<file path="src/rtl/sub_serial.sv">
// sub_serial: bit-serial subtractor, Diff = A - B - Bin, LSB first, start/busy/done handshake.
// Latency: WIDTH+1 edges from the accepting edge to the end of the done pulse; one op per WIDTH+2 cycles.
// Backpressure: none; start is sampled only in IDLE and ignored (not queued) otherwise. Optional Ovf via SUB_OVF_EN.
module sub_serial #(
    parameter int WIDTH = 3
) (
    input  logic             clk,
    input  logic             rst_n,
    input  logic             start,
    input  logic [WIDTH-1:0] A,
    input  logic [WIDTH-1:0] B,
    input  logic             Bin,
    output logic             busy,
    output logic             done,
    output logic [WIDTH-1:0] Diff,
`ifdef SUB_OVF_EN
    output logic             Ovf,
`endif
    output logic             Bout
);

    localparam int CW = $clog2(WIDTH + 1);
    localparam logic [CW-1:0] LAST_BIT = CW'(WIDTH - 1);

    typedef enum logic [1:0] {
        IDLE  = 2'd0,
        SHIFT = 2'd1,
        DONE  = 2'd2
    } state_t;

    state_t           r_state;
    state_t           w_state_nxt;

    logic [WIDTH-1:0] r_a;
    logic [WIDTH-1:0] r_b;
    logic [WIDTH-1:0] r_res;
    logic [CW-1:0]    r_cnt;
    logic             r_br;
    logic [WIDTH-1:0] r_diff;
    logic             r_bout;

    logic             w_accept;
    logic             w_last;
    logic             w_a_bit;
    logic             w_b_bit;
    logic             w_d_bit;
    logic             w_br_nxt;
    logic [WIDTH-1:0] w_res_nxt;

    // Current operand bits always sit at the LSB of the shift registers.
    assign w_a_bit   = r_a[0];
    assign w_b_bit   = r_b[0];
    assign w_d_bit   = w_a_bit ^ w_b_bit ^ r_br;
    assign w_br_nxt  = (~w_a_bit & w_b_bit) | (~(w_a_bit ^ w_b_bit) & r_br);
    // Difference bits enter from the MSB end so the LSB lands at bit 0 after WIDTH shifts.
    assign w_res_nxt = {w_d_bit, r_res[WIDTH-1:1]};

    assign w_accept  = (r_state == IDLE) && start;
    assign w_last    = (r_state == SHIFT) && (r_cnt == LAST_BIT);

    // State register; reset wins over a simultaneous start.
    always_ff @(posedge clk) begin
        if (!rst_n) begin
            r_state <= IDLE;
        end else begin
            r_state <= w_state_nxt;
        end
    end

    // Next-state decode.
    always_comb begin
        w_state_nxt = r_state;
        case (r_state)
            IDLE:    if (start) w_state_nxt = SHIFT;
            SHIFT:   if (r_cnt == LAST_BIT) w_state_nxt = DONE;
            DONE:    w_state_nxt = IDLE;
            default: w_state_nxt = IDLE;
        endcase
    end

    // Operand capture and per-bit shift datapath.
    always_ff @(posedge clk) begin
        if (!rst_n) begin
            r_a   <= '0;
            r_b   <= '0;
            r_res <= '0;
            r_cnt <= '0;
            r_br  <= 1'b0;
        end else if (w_accept) begin
            r_a   <= A;
            r_b   <= B;
            r_res <= '0;
            r_cnt <= '0;
            r_br  <= Bin;
        end else if (r_state == SHIFT) begin
            r_a   <= r_a >> 1;
            r_b   <= r_b >> 1;
            r_res <= w_res_nxt;
            r_cnt <= r_cnt + 1'b1;
            r_br  <= w_br_nxt;
        end
    end

    // Result registers load only on the edge that processes the MSB, then hold.
    always_ff @(posedge clk) begin
        if (!rst_n) begin
            r_diff <= '0;
            r_bout <= 1'b0;
        end else if (w_last) begin
            r_diff <= w_res_nxt;
            r_bout <= w_br_nxt;
        end
    end

`ifdef SUB_OVF_EN
    logic r_ovf;

    // Signed overflow: borrow into the MSB differs from the borrow out of it.
    always_ff @(posedge clk) begin
        if (!rst_n) begin
            r_ovf <= 1'b0;
        end else if (w_last) begin
            r_ovf <= r_br ^ w_br_nxt;
        end
    end

    assign Ovf = r_ovf;
`endif

    assign busy = (r_state == SHIFT);
    assign done = (r_state == DONE);
    assign Diff = r_diff;
    assign Bout = r_bout;

endmodule

</file>
<file path="config.mk">
export PLATFORM = sky130hd
export DESIGN_NAME = sub_serial
export DESIGN_NICKNAME = d
export VERILOG_FILES = /design/src/rtl/sub_serial.sv
export SDC_FILE = /design/constraint.sdc
export NUM_CORES = 1
export LEC_CHECK = 0
export CORE_ASPECT_RATIO = 1.5
export CORE_MARGIN = 1
export CORE_UTILIZATION = 36
export CTS_CLUSTER_SIZE = 40
export DETAILED_ROUTE_END_ITERATION = 10
export GPL_TIMING_DRIVEN = 0
export PLACE_DENSITY = 0.57
export SLEW_MARGIN = 20
export SYNTH_ARGS = -nofsm -noshare
export SYNTH_HDL_FRONTEND = slang
export SYNTH_SLANG_ARGS = --single-unit
</file>
<file path="constraint.sdc">
create_clock -name clk -period 2.9 [get_ports clk]
set_input_delay 0.58 -clock clk [delete_from_list [all_inputs] [get_ports clk]]
set_output_delay 0.58 -clock clk [all_outputs]
set_load 0.02 [all_outputs]
</file>
### Yosys cells after proc, flatten, opt, wreduce, memory -nomap -nowiden

Index checks and enable logic that the tools add are counted.

* bits of input ports: 10
* logic and storage cells: 37
* output and inout bits: 6
* register bits: 18

* muxes and demuxes: 9
* reductions and logical operators: 6
* $add $sub $neg: 1
* eq/ne operators: 5
* bitwise gates (word level): 8

Operators by type and width (number)
* 3-bit two-way mux: 4
* 2-bit == test (second input constant): 2
* 2-bit two-way mux: 2
* 2-bit case mux with 2 select lines: 1
* 1-bit NOT: 3
* 2-bit by 1-bit adder with 2-bit output (second input constant): 1
* 1-bit AND: 2
* 2-bit by 1-bit == test with 1-bit output (second input constant): 1
* 1-bit logical AND: 2
* 2-bit logical NOT: 1
* 1-bit two-way mux: 2
* 2-bit by 1-bit inequality test with 1-bit output (second input constant): 1
* 2-bit inequality test (second input constant): 1
* 2-bit AND reduction: 1
* 2-bit nonzero test: 1
* 2-bit OR reduction: 1
* 1-bit XOR: 2
* 1-bit bitwise OR: 1

### Logic depth before layout (Yosys ltp)

* word-level depth: 6
* depth in mapped cells: 7
* mapped depth without buffers: 5

### Worst setup path before layout

No wires, ideal clock.

* path type: register to output
* from: register r_state[1]
* to: output port busy
* setup slack: 1.449 ns
* data arrival time: 0.871 ns
* cell stages (with the launch flop): 6
* data required time: 2.320 ns
* buffers on the path: 3
* cells stage by stage: dfxtp_1 > buf_6 > nand2b_1 > buf_6 > inv_4 > buf_6

* cells in the longest elaborated chain, start to end: 1

Ends and longest elaborated chain
* start: declaration: RTL line 31 `state_t r_state;`
* start signal: assignment: RTL line 66 `r_state <= w_state_nxt;`
* 2-bit by 1-bit == test with 1-bit output: RTL line 130 `assign busy = (r_state == SHIFT);`
* end: declaration: RTL line 13 `output logic busy,`

No other way between the ends.

### Worst setup path in the final report

Ends and elaborated chain as after synthesis.

==> metrics.cfg <==
[timing]
timing.hold.ws_ns=0.4635
setup_ws_ns=0.4882
max_freq_mhz=414.6
timing.final.crit_period_ns=2.412
setup_viol=0
worst_slew_pin_slew_ns=0.3126
finalCritPeriodShare=0.8317
accumulated_negative_setup_slack_ns=0
unrepaired_setup_endpoints_after_global_routing=no
relSlewSlack=0.7909
timing.final.hold_violations=0
skew_ns=0.0009689
drv_slew=0

[logic_synthesis]
post_synth_instance_area_um2=762.0
synth_top_area_frac=0.4466
ys.flop_type=sky130_fd_sc_hd__dfxtp_1
synth_enable_flop_cells=0
synth_cells=86
ys_types=25
yosysSeqAreaShare=0.4466
synth_top_area_cell=sky130_fd_sc_hd__dfxtp_1
async_flop_share=0
post_synth.cell_area_avg_um2=8.860
total_of_flip_flops_plus_latches_after_synthesis=17
yosysWarnings=0
synth_nets=98
synthMostInstantiatedCell=sky130_fd_sc_hd__dfxtp_1
top_cells_by_instance_count_after_synthesis=sky130_fd_sc_hd__dfxtp_1, sky130_fd_sc_hd__nand2_1, sky130_fd_sc_hd__a21oi_1
post_synth_main_area_contributors=sky130_fd_sc_hd__dfxtp_1, sky130_fd_sc_hd__a21oi_1, sky130_fd_sc_hd__nand2_1

[global_route]
grt_antenna_before_repair=0
grt_pass1_wl_um=2697
pin_count_of_the_biggest_net_entering_global_routing=11
overflow=0
grt_usage=0.1705
grt_pass1_vias=620

[drt]
drt_pass1_iterations=7
wire_per_inst_um=11.98
routed-via-count=642
detail_route.iter0.violations=17
post-route-drc-count=1
finalWirelength_um=1521
route.antenna.remaining_nets=0
route.detailed.vias_per_inst=5.055

[clocking]
post-cts-setup-buffers=0
clock_tree.htree_level_count=1
tritoncts=yes
tritoncts.num_buffers=3
post_cts.resized_instances=0
clk_path_buf_depth=2
root_buffer=sky130_fd_sc_hd__clkbuf_4
clkSlewWorstSetupHoldPaths_ns=0.10
cts_hold_repair.buffers=0
clock_insertion_delay_worst_skew_ns=0.29
clock_sink_count=17

[power_and_ir_drop]
power.static_leakage_nw=0.3553
power_per_cell_area_nw_per_um2=499.3
fin_total_pwr_mw=0.4823
vdd_ir_drop_max_mv=0.3431

[final_layout]
flow.area_growth_from_synthesis_pct=26.77
final_layout_size_suffix_gt1_frac=0.1429
num-nets-final=118
antenna_cells_inserted=0
finish.utilization=0.4825
n_fill_cell=213

[floorplan]
start_util=0.3806
core_area_um2=2002
floorplan.die_area_um2=2308
floorplan.io_pins=16
die_x_um=39.57
die_height_um=58.35
floorplan.rows=20

[place]
port_buffers=15
place_hpwl_um=1095
gp_congestion=0.6751
setup_slack_placement_ns=0.8132

[critical_path]
critical_path.max_fanout=10
path_class=reg2out
critical_path.endpoint_type=primary output
worst_ep_required_time_ns=2.32
worst_ep_arrival_time_ns=1.83
reg2reg_depth=5
setup.worst_path.start_class=register

[status]
violations_in_the_final_reports=DRC
outcome=finished, violations left

[worst_hold_path]
min-delay-path-class=reg2reg
whs_path_depth=2

[flow_run]
max-cap-violations=0

==> metrics by stage <==
step / area, um2 / cells
final: 965.9 / 127
after global routing: 965.9 / 127
after CTS: 965.9 / 127
after detailed placement: 939.7 / 123
after global placement: 939.7 / 123
after floorplan: 762.0 / 86
==> sequential cells by signal (all words and copies together) (netlist names) <==
signal,cells
Bout,1
Diff,3
r_a,3
r_b,3
r_br,1
r_cnt,2
r_res,2
r_state,2
==> report_power, final <==
part / leakage (nW) / internal (mW) / switching (mW) / total, mW
logic: 0.201 / 0.0489 / 0.0494 / 0.0982
registers: 0.139 / 0.248 / 0.00792 / 0.256
clock network: 0.0150 / 0.0535 / 0.0750 / 0.128
==> cell usage in the layout (no fill, tap or decap), drive strengths merged <==
master	synthesis	layout
fa	1	1
buf	5	5
nand2	14	14
a311oi	1	1
nor2	8	8
dfxtp	17	17
a211oi	1	1
or3b	1	1
nor3b	2	2
xnor2	1	1
a31oi	2	2
nor2b	3	3
inv	5	5
o221a	3	3
clkdlybuf4s50	0	15
a21oi	11	11
nand3	5	5
ha	1	1
o21a	1	1
o21ai	2	2
clkbuf	0	4
nand3b	1	1
nand2b	1	1
==> logic make-up after synthesis <==
kind of cell / after synthesis / share of synthesized area
flip-flops: 17 / 0.4466
adder cells (fa/ha/maj): 2 / 0.04269
buffers and inverters: 10 / 0.09359
AO/OA/AOI/OAI: 21 / 0.1839
XOR/XNOR: 1 / 0.01150
AND/OR/NAND/NOR: 35 / 0.2217
==> worst max-delay path, stage by stage, from the launching register on <==
cell and delay, ns:
sky130_fd_sc_hd__dfxtp_1 0.32, sky130_fd_sc_hd__buf_6 0.13, sky130_fd_sc_hd__nand2b_1 0.14, sky130_fd_sc_hd__buf_6 0.14, sky130_fd_sc_hd__inv_4 0.07, sky130_fd_sc_hd__buf_6 0.14, sky130_fd_sc_hd__clkdlybuf4s50_1 0.61
==> cell type report <==
class | instances | area, um2 | area share
Tap cell | 22 | 27.53 | 0.02850
Sequential cell | 17 | 340.3 | 0.3523
Clock buffer | 4 | 26.28 | 0.02720
Multi-Input combinational cell | 59 | 350.3 | 0.3627
Buffer | 5 | 50.05 | 0.05181
Inverter | 5 | 21.27 | 0.02202
Timing Repair Buffer | 15 | 150.1 | 0.1554
==> layer usage <==
layer  GRT usage  part of all wire  vias up
met1      0.2209              0.48      289
li1            -                 -      333
met3     0.03396             0.052        2
met4      0.1034             0.012        0
met2      0.2529              0.46       18
met5           0                 0        -
==> path summary, 6_finish.rpt <==
kind / slack (ns) / start / end
hold / removal: 0.46 / Diff[2]$_SDFFE_PN0P_ / Diff[2]$_SDFFE_PN0P_
setup reg to reg: 1.66 / r_state[1]$_SDFFE_PN0P_ / r_a[1]$_SDFFE_PN0P_
hold reg to reg: 0.46 / Diff[2]$_SDFFE_PN0P_ / Diff[2]$_SDFFE_PN0P_
setup / recovery: 0.49 / r_state[1]$_SDFFE_PN0P_ / busy
Power figures use the tool's default switching activity.
